$ cat config.mk
export PLATFORM = sky130hd
export DESIGN_NAME = ram_ctrl
export DESIGN_NICKNAME = d
export VERILOG_FILES = /design/src/rtl/ram_ctrl.sv
export SDC_FILE = /design/constraint.sdc
export NUM_CORES = 1
export LEC_CHECK = 0
export ABC_AREA = 1
export CAP_MARGIN = 20
export CORE_MARGIN = 2
export CORE_UTILIZATION = 45
export CTS_CLUSTER_DIAMETER = 30
export CTS_CLUSTER_SIZE = 30
export DETAILED_ROUTE_END_ITERATION = 12
export DONT_BUFFER_PORTS = 1
export PLACE_DENSITY_LB_ADDON = 0.15
export SLEW_MARGIN = 20
export SYNTH_ARGS = -nofsm -noshare
export SYNTH_HDL_FRONTEND = slang
export SYNTH_SLANG_ARGS = --single-unit
$ cat constraint.sdc
create_clock -name FCLK -period 2.4 [get_ports FCLK]
set_input_delay 0.36 -clock FCLK [delete_from_list [all_inputs] [get_ports FCLK]]
set_output_delay 0.36 -clock FCLK [all_outputs]
set_load 0.01 [all_outputs]
$ cat src/rtl/ram_ctrl.sv
`timescale 1ns/1ps
// ram_ctrl
// DRAM sequencer that shares the array between CPU bus cycles and
// CAS-before-RAS refresh. The upstream bus block (FSB) supplies the
// address-strobe and refresh-request signals. It receives RefAck and
// Ready back, and turns Ready into DTACK.
//
// Ports
//   FCLK        bus clock, all logic on the rising edge
//   Reset       synchronous, active-high
//   ASActive    CPU address strobe asserted
//   ASInactive  CPU address strobe fully released
//   RAMCS       current bus cycle decodes to DRAM
//   RnW         1 = read, 0 = write
//   nLDS/nUDS   CPU lower/upper data strobes (active low)
//   RefReq      refresh owed this period
//   RefUrgent   refresh overdue, wins over a CPU access
//   RefAck      one-cycle pulse when a refresh starts
//   Ready       DRAM data valid/latched
//   nRAS, nCASL, nCASH, nWE, nOE   DRAM strobes (active low)
//   RASEL       address mux select, 1 = row, 0 = column
//
// Every output is a register. Its value is the decode of the state that
// was current at the edge, combined with the inputs sampled at that edge.
// The strobes therefore trail the state register by one cycle. With this
// timing, Ready first rises three edges after IDLE accepts an access.
module ram_ctrl #(
  parameter int TRAS = 2,
  parameter int TRP  = 2
) (
  input  logic FCLK,
  input  logic Reset,
  input  logic ASActive,
  input  logic ASInactive,
  input  logic RAMCS,
  input  logic RnW,
  input  logic nLDS,
  input  logic nUDS,
  input  logic RefReq,
  input  logic RefUrgent,
  output logic RefAck,
  output logic Ready,
  output logic nRAS,
  output logic nCASL,
  output logic nCASH,
  output logic nWE,
  output logic nOE,
  output logic RASEL
);

  localparam logic [3:0] TRAS_C = 4'(TRAS);
  localparam logic [3:0] TRP_C  = 4'(TRP);

  typedef enum logic [2:0] {
    IDLE,
    ACC_RAS,
    ACC_COL,
    ACC_CAS,
    REF_CAS,
    REF_RAS,
    PRECHG
  } state_t;

  state_t     state, state_nxt;
  logic [3:0] cnt, cnt_nxt;

  logic ref_ack_nxt, ready_nxt, ras_nxt, casl_nxt, cash_nxt;
  logic we_nxt, oe_nxt, rasel_nxt;

  always_comb begin
    state_nxt   = state;
    cnt_nxt     = cnt;
    ref_ack_nxt = 1'b0;
    ready_nxt   = 1'b0;
    ras_nxt     = 1'b1;
    casl_nxt    = 1'b1;
    cash_nxt    = 1'b1;
    we_nxt      = 1'b1;
    oe_nxt      = 1'b1;
    rasel_nxt   = 1'b1;

    case (state)
      IDLE: begin
        // An overdue refresh outranks the CPU, and the CPU outranks a
        // refresh that is merely owed.
        if (RefUrgent) begin
          state_nxt = REF_CAS;
        end else if (ASActive && RAMCS) begin
          state_nxt = ACC_RAS;
        end else if (RefReq) begin
          state_nxt = REF_CAS;
        end
      end

      ACC_RAS: begin
        ras_nxt = 1'b0;
        if (ASInactive) begin
          state_nxt = PRECHG;
          cnt_nxt   = TRP_C;
        end else begin
          state_nxt = ACC_COL;
        end
      end

      ACC_COL: begin
        // nWE is driven here, before CAS falls, so that writes use
        // early-write timing and the DRAM keeps its outputs off.
        ras_nxt   = 1'b0;
        rasel_nxt = 1'b0;
        we_nxt    = RnW;
        if (ASInactive) begin
          state_nxt = PRECHG;
          cnt_nxt   = TRP_C;
        end else begin
          state_nxt = ACC_CAS;
        end
      end

      ACC_CAS: begin
        // Byte strobes follow the CPU every cycle while CAS is held.
        ras_nxt   = 1'b0;
        rasel_nxt = 1'b0;
        we_nxt    = RnW;
        casl_nxt  = nLDS;
        cash_nxt  = nUDS;
        oe_nxt    = ~RnW;
        ready_nxt = 1'b1;
        if (ASInactive) begin
          state_nxt = PRECHG;
          cnt_nxt   = TRP_C;
        end
      end

      REF_CAS: begin
        casl_nxt    = 1'b0;
        cash_nxt    = 1'b0;
        ref_ack_nxt = 1'b1;
        state_nxt   = REF_RAS;
        cnt_nxt     = TRAS_C;
      end

      REF_RAS: begin
        casl_nxt = 1'b0;
        cash_nxt = 1'b0;
        ras_nxt  = 1'b0;
        if (cnt <= 4'd1) begin
          state_nxt = PRECHG;
          cnt_nxt   = TRP_C;
        end else begin
          cnt_nxt = cnt - 4'd1;
        end
      end

      PRECHG: begin
        if (cnt <= 4'd1) begin
          state_nxt = IDLE;
        end else begin
          cnt_nxt = cnt - 4'd1;
        end
      end

      default: begin
        state_nxt = PRECHG;
        cnt_nxt   = TRP_C;
      end
    endcase
  end

  // ---- state and output registers ----
  // Reset lands in PRECHG rather than IDLE. A reset that cuts an access
  // short still gives the DRAM its full precharge time.
  always_ff @(posedge FCLK) begin
    if (Reset) begin
      state  <= PRECHG;
      cnt    <= TRP_C;
      RefAck <= 1'b0;
      Ready  <= 1'b0;
      nRAS   <= 1'b1;
      nCASL  <= 1'b1;
      nCASH  <= 1'b1;
      nWE    <= 1'b1;
      nOE    <= 1'b1;
      RASEL  <= 1'b1;
    end else begin
      state  <= state_nxt;
      cnt    <= cnt_nxt;
      RefAck <= ref_ack_nxt;
      Ready  <= ready_nxt;
      nRAS   <= ras_nxt;
      nCASL  <= casl_nxt;
      nCASH  <= cash_nxt;
      nWE    <= we_nxt;
      nOE    <= oe_nxt;
      RASEL  <= rasel_nxt;
    end
  end

endmodule

* After elaboration in Yosys (flattened, before gate mapping)
Cells that the tools add are included.
** Word-level totals
- Input port bits :: 10
- Word-level logic and storage cells :: 57
- Register bits after elaboration :: 15
- Output and inout bits :: 8
** Operators by class
- Reductions and logical operators :: 10
- Magnitude comparators :: 1
- Equality and inequality tests :: 12
- Add/subtract/negate cells :: 1
- Muxes and demuxes :: 19
- Bitwise gates (word level) :: 4
** Operators with widths (count)
- 3-bit 2-to-1 mux :: 8
- 3-bit one-hot mux with 7 select lines :: 1
- 4-bit one-hot mux with 4 select lines :: 1
- 4-bit 2-to-1 mux :: 3
- 3-bit == test (second input constant) :: 3
- 2-bit != test (second input constant) :: 4
- 2-bit OR reduction :: 4
- 3-bit by 2-bit == test with 1-bit output (second input constant) :: 2
- 4-bit by 1-bit less-or-equal comparator with 1-bit output (second input constant) :: 1
- 1-bit 2-to-1 mux :: 4
- 4-bit != test (second input constant) :: 1
- 1-bit inverter :: 4
- 1-bit one-hot mux with 2 select lines :: 2
- 4-bit AND reduction :: 1
- 4-bit OR reduction :: 1
- 4-bit by 1-bit subtractor with 4-bit output (second input constant) :: 1
- 3-bit by 1-bit == test with 1-bit output (second input constant) :: 1
- 3-bit logical NOT :: 1
- 3-bit AND reduction :: 1
- 3-bit OR reduction :: 1
- 2-bit by 1-bit != test with 1-bit output (second input constant) :: 1
- 1-bit logical AND :: 1

* Logic depth before layout (Yosys ltp)
Gate-level depths: netlist of run 1.
- Word-level depth :: 4
- Gate-level depth with buffers :: 11
- Mapped depth without buffers :: 11

* Worst setup path before layout of run 1
Ideal clock, no wire load.
- Kind :: reg-to-reg
- Start point :: register cnt[0]
- End point :: register state[0]
- Setup time :: 0.113 ns
- Arrival time :: 1.118 ns
- Stages on the path, launching flop included :: 11
- Data required time :: 2.287 ns
- Setup slack :: 1.170 ns
- Path buffers :: 0
- Clock period less this slack :: 1.230 ns
- Path through :: dfxtp_1 -> inv_1 -> ha_1 -> inv_1 -> nand2_1 -> nand2_1 -> nand2_2 -> o21ai_2 -> nor2_1 -> nor2_1 -> nor2_1
** On the way
- Longest elaborated chain between the ends :: 3
- Elaborated cells on any way between the ends :: 4
- Classes of those cells :: order compare (1); eq/ne (2); reduce/logical (1)
** Ends and longest elaborated chain
- from (decl) :: RTL line 65 : logic [3:0] cnt, cnt_nxt;
- from (signal assigned) :: RTL line 186 : cnt <= cnt_nxt;
- 4-bit by 1-bit less-or-equal comparator with 1-bit output * :: RTL line 146, 155
- 2-bit != test (no source line)
- 4-bit AND reduction (no source line) *
- to (signal assigned) :: RTL line 185 : state <= state_nxt;
- to (decl) :: RTL line 64 : state_t state, state_nxt;
Every way passes the cells marked *; elsewhere a longest branch is shown, timed or not.
A chain may end at the register's enable or synchronous reset.

* Final worst setup path of run 1
- Start point :: register cnt[0]
- End point :: register cnt[1]
** On the way
- Longest elaborated chain between the ends :: 3
- Elaborated cells on any way between the ends :: 7
- Classes of those cells :: add/sub (1); order compare (1); eq/ne (1); mux (3); reduce/logical (1)
** Ends and longest elaborated chain
- 4-bit by 1-bit subtractor with 4-bit output or 4-bit by 1-bit less-or-equal comparator with 1-bit output (tied branches)
- 4-bit 2-to-1 mux (tied with other cells) :: RTL line 155 : if (cnt <= 4'd1) begin
- 4-bit one-hot mux with 4 select lines or 3-bit AND reduction (tied branches)
Several ways; a longest one is shown, not always the timed one. The select of a mux whose other input is x is not followed.

==> results of run 1 <==
[metal layers]
metal	share of wire, %	global-route usage (%)	up-vias
li1	-	-	373
met2	51	27.8	11
met5	0	0	-
met3	3.9	6.27	2
met1	45	18.7	271
met4	0.26	1.71	0
[final cells by class]
cell class	instances	area, um2
Fill cell	171	861
Clock buffer	3	22.5
Clock inverter	1	5.00
Inverter	14	52.6
Multi-Input combinational cell	87	435
Tap cell	25	31.3
Sequential cell	15	300
[how the worst max path moves through the flow]
stage	end	slack, ns	startpoint
6_report	cnt[1]	1.04	cnt[0]
5_1_grt	cnt[1]	0.93	cnt[0]
4_1_cts	cnt[1]	1.05	cnt[0]
3_5_place_dp	cnt[1]	1.06	cnt[0]
3_3_place_gp	state[0]	1.08	state[0]
2_1_floorplan	state[0]	1.17	cnt[0]
[cells by family after synthesis]
| family | Yosys count | synth area share (%) |
|---|---|---|
| compound gates | 6 | 5.94 |
| flops | 15 | 37.5 |
| buf+inv | 16 | 8.12 |
| simple gates | 79 | 45.3 |
| fa+ha+maj | 2 | 3.12 |
[worst max-delay path, delay by kind of cell, from the launching register on]
kind / cells / cell delay (ns)
flip-flops: 1 / 0.39
buffers and inverters: 2 / 0.13
adder cells (fa/ha/maj): 1 / 0.23
AND/OR/NAND/NOR: 7 / 0.51
[flip-flops by register name (all words and copies together) (netlist names)]
name    flops
RefAck      1
Ready       1
nCASL       1
nRAS        1
nCASH       1
nOE         1
nWE         1
cnt         4
state       3
RASEL       1
[cells in the mapped netlist, drive strengths merged (2+ instances only)]
cell type / number / share of area [%]
nor3: 2 / 1.3
o21ai: 3 / 3.8
nor2: 26 / 14
nand2: 38 / 20
dfxtp: 15 / 38
inv: 13 / 6.1
a21oi: 2 / 1.3
nand3: 8 / 5.6
ha: 2 / 3.1
nand4: 3 / 2.3
buf: 2 / 1.6
[power by group]
group,switching (mW),internal [mW],total (mW),leakage [nW]
Clock,0.0799,0.0619,0.142,0.0177
Combinational,0.354,0.199,0.552,0.253
Sequential,0.0882,0.322,0.410,0.123
Total,0.522,0.583,1.10,0.393
[metrics by stage]
stage | setup slack, ns | cells | hold slack [ns] | util [%]
detailed placement | 1.06 | 141 | 0.432 | 48.0
floorplan | 1.17 | 118 | 0.429 | -
CTS | 1.05 | 145 | 0.130 | 49.6
global placement | 1.08 | 141 | 0.432 | 48.0
finish | 1.04 | 145 | 0.134 | 49.6
global route | 0.928 | 145 | 0.124 | 49.6
==> flow_summary.ini, run 1 <==
[global_routing]
grt_overflow = 0
grt.total_usage_pct = 15.9
grt_pass1_wl_mm = 2.42
grt_max_degree = 10
grt_antenna_before_repair = 0
grt_pass1_vias = 589

[setup_path]
reg2reg_depth = 10
start_kind = register
cp_max_fo = 4
critical_path_class = reg2reg
reg2reg_slack_ns = 1.04
rr_startpoint = cnt[0]
crit_chain = inv_1 -> ha_1 -> inv_1 -> nand2_1 -> nand2_1 -> nand2_2 -> nand2_1 -> nand2_1 -> nand2_1 -> nand2_1
r2r_end = cnt[1]
worstPathRequired_ns = 2.58
crit_path_end_kind = register
slowest_stage = dfxtp_1
slowest_delay_ns = 0.39
arrival_ns = 1.53
cpMostUsedCell = nand2_1

[floorplan]
initial_core_util_pct = 46.9
fp.coreArea_mm2 = 0.00171
pin_count = 18
rows = 15
die_x_um = 46.2
die_area_mm2 = 0.00213
die_y_um = 46.2

[sta]
fin_crit_ns = 1.36
max-slew-margin-rel_pct = 73.1
final.period_utilization_pct = 56.5
worst_pin_slew_ns = 0.403
slew_viol_final = 0
timing.fmax_mhz = 738
fin_skew_ns = 0.00304
rsz0062_at_grt = no
setup_violations = 0
setup_tns_ns = 0
hold_violations = 0

[worst_hold_path]
whs_path_depth = 1
worstHoldStart = Reset
hold_path_class = in2reg
whs_endpoint = RefAck

[final_layout]
area_delta_synth_final_pct = 5.78
diodes = 0
layout-drive-gt1-share_pct = 17.5
fin_nets = 133
fin_area_um2 = 847
layout_commonest_cell = nand2_1
final_cell_mix = nand2_1, nor2_1, dfxtp_1, inv_1

[synthesis]
synth-edff-count = 0
synth_cell_types = 23
avgSynthCellArea_um2 = 6.79
synth_fp_nets = 130
ys_ff_latch = 15
synth_seq_area_share_pct = 37.5
yosys_warnings = 0
syn-instance-count = 118
ys.flop_type = dfxtp_1
async_reset_ff_share_pct = 0
syn_area_um2 = 801

[status]
status = completed

[clocking]
cts_hold_buffers = 0
clock_sinks = 15
clock_latency_ns = 0.28
postCtsResizedCells = 0
h-tree-depth = 1
cts_inserted_buffers = 3
cts_max_path_buffers = 2
clock_tree.root_cell = clkbuf_4
cts_tree = done
post_cts_buffers = 0
clkSlewWorstSetupHoldPaths_ns = 0.09

[detailed_routing]
routed-via-count = 657
wl_mm = 1.53
postRouteAntennaNets = 0
routed_via_density = 4.53
drt_iter0_markers = 13
drtPass1Iterations = 4
remaining_drc_errors = 0
detail_route.wl_per_cell_um = 10.5

[flow_run]
cap_violations = 0

[place]
io_buffers = 0
hpwl_mm = 1.22
post_dp_cell_area_um2 = 820
gp_congestion = 0.814

[power]
power_mw = 1.10
cellLeakagePower_nw = 0.393
ir_drop_mv = 0.818
powerDensity_mw_per_mm2 = 1300
No activity file was read; power rests on OpenSTA's default activity.
==> inputs of run 2 (changes only) <==
==> constraint.sdc (replaced) <==
create_clock -name FCLK -period 1.1 [get_ports FCLK]
set_input_delay 0.165 -clock FCLK [delete_from_list [all_inputs] [get_ports FCLK]]
set_output_delay 0.165 -clock FCLK [all_outputs]
set_load 0.01 [all_outputs]
==> run 2 against run 1 <==
  * The flow now finishes with violations (negative setup slack)
  * Critical endpoint is now state[0]
  * Cell count is 10% higher
  * Non-clock buffer count grew 15
  * Clock skew rose by 0.00054 ns
  * First-iteration DRC count is 31% lower
  * Clock-buffer cell count did not move
==> flow_summary.ini, run 2 (synthesis gave the netlist of run 1 again) <==
[setup_path]
crit_start = cnt[0]
arrival_ns = 1.40
rr_startpoint = cnt[0]
critical_path_class = reg2reg
start_kind = register
worstPathRequired_ns = 1.28
crit_path_end_kind = register
cp_max_fo = 4

[sta]
final.period_utilization_pct = 110
slew_viol_final = 0
hold_violations = 0
timing.fmax_mhz = 823
setup_ws_ns = -0.115
setup_violations = 7
rsz0062_at_grt = yes
max-slew-margin-rel_pct = 80.8
fin_crit_ns = 1.22
worst_pin_slew_ns = 0.285
fin_skew_ns = 0.00358

[detailed_routing]
top_layer = met4
routed-via-count = 765
drtPass1Iterations = 4
detail_route.wl_per_cell_um = 11.3
route.met3.wl_um = 45
remaining_drc_errors = 0
routed_via_density = 4.78
postRouteAntennaNets = 0
drt-met1-wl_um = 774
wl_mm = 1.82
drt_iter0_markers = 9
dr_wl_met2_um = 974

[global_routing]
grt_overflow = 0
grt_pass1_vias = 775
grt.total_usage_pct = 19.1
grt_max_degree = 10
grt_antenna_before_repair = 0
grt_pass1_wl_mm = 2.99

[final_layout]
layout_commonest_cell = nand2_1
diodes = 0
largest_register_ffs = 4
layout-drive-gt1-share_pct = 37.8
final_cell_mix = nand2_1, nor2_1, buf_4, dfxtp_1, nand2_2
area_delta_synth_final_pct = 31.9
fin_nets = 148
largest_register = cnt
largestRegisters = cnt x4, state x3
fin_area_mm2 = 0.00106
final_util_pct = 61.8
fill_cells = 164

[clocking]
clkSlewWorstSetupHoldPaths_ns = 0.10
clock_sinks = 15
cts_max_path_buffers = 2
cts_inserted_buffers = 3
cts_tree = done
h-tree-depth = 1
clock_latency_ns = 0.28
clock_tree.root_cell = clkbuf_4

[power]
cellLeakagePower_nw = 0.470
ir_drop_mv = 1.16
powerDensity_mw_per_mm2 = 2850

[place]
hpwl_mm = 1.32
io_buffers = 0
post_dp_cell_area_um2 = 905
gp_congestion = 0.854
place_ws_ns = -0.115

[worst_hold_path]
hold_path_class = in2reg
worstHoldStart = Reset

[floorplan]
die_area_mm2 = 0.00213
die_x_um = 46.2
rows = 15
pin_count = 18
fp.coreArea_mm2 = 0.00171
die_y_um = 46.2
initial_core_util_pct = 46.9

[flow_run]
cap_violations = 0

[status]
violations = negative setup slack
status = finished, violations left
run 2: cell count changes in the layout (fill, tap and decap cells not counted), sizes merged:
cell         previous run  this run
buf                     0        11
dlygate4sd3             0         4
run 2: metal layers:
metal,track usage (%),vias to the layer above
li1,-,404
met5,0,-
met1,21.0,347
met4,5.14,0
met3,2.35,2
met2,37.5,12
run 2: layout make-up:
class / instances / area (um2) / area share, %
Clock inverter: 1 / 5.00 / 0.474
Sequential cell: 15 / 309 / 29.3
Clock buffer: 3 / 22.5 / 2.13
Multi-Input combinational cell: 87 / 508 / 48.1
Inverter: 14 / 57.6 / 5.45
Tap cell: 25 / 31.3 / 2.96
Timing Repair Buffer: 15 / 123 / 11.6
run 2: per-stage QoR:
step           setup TNS [ns]  cells  hold slack (ns)  total power, mW
2_1_floorplan         -0.0296    118            0.234             1.99
3_3_place_gp           -0.479    150            0.236             2.34
3_5_place_dp           -0.666    150            0.238             2.37
4_1_cts                -0.572    160            0.138             2.92
5_1_grt                 -1.23    160            0.161             3.28
6_report               -0.628    160            0.137             3.01
run 2: worst max-delay path, stage by stage, from the launching register on:
cell and delay (ns):
dfxtp_4 0.38, inv_4 0.06, ha_4 0.14, inv_2 0.03, nand2_2 0.06, nand2_4 0.07
nand2_4 0.10, nand2_4 0.05, inv_2 0.06, nand3_2 0.06, nand2_1 0.06, nor2_1 0.04
run 2: power by group:
group / total (mW) / switching [mW] / internal [mW]
clock network: 0.318 / 0.183 / 0.135
logic: 1.77 / 1.02 / 0.748
registers: 0.929 / 0.199 / 0.731
total: 3.01 / 1.40 / 1.61
run 2: repair_timing:
item / in CTS / in global routing
endpoints found under the hold margin: 7 / 0
gates resized for setup: 14 / 7
setup endpoints to repair: 11 / 11
pin swaps: 6 / 3
hold buffers: 4 / 0
setup buffers: 2 / 0
run 2: worst paths after layout:
check | to | slack, ns | cells after the start
worst max-delay path | state[0] | -0.12 | 11
worst max register to register | state[0] | -0.12 | 11
worst min register to register | cnt[0] | 0.56 | 2
worst min-delay path | cnt[1] | 0.14 | 2
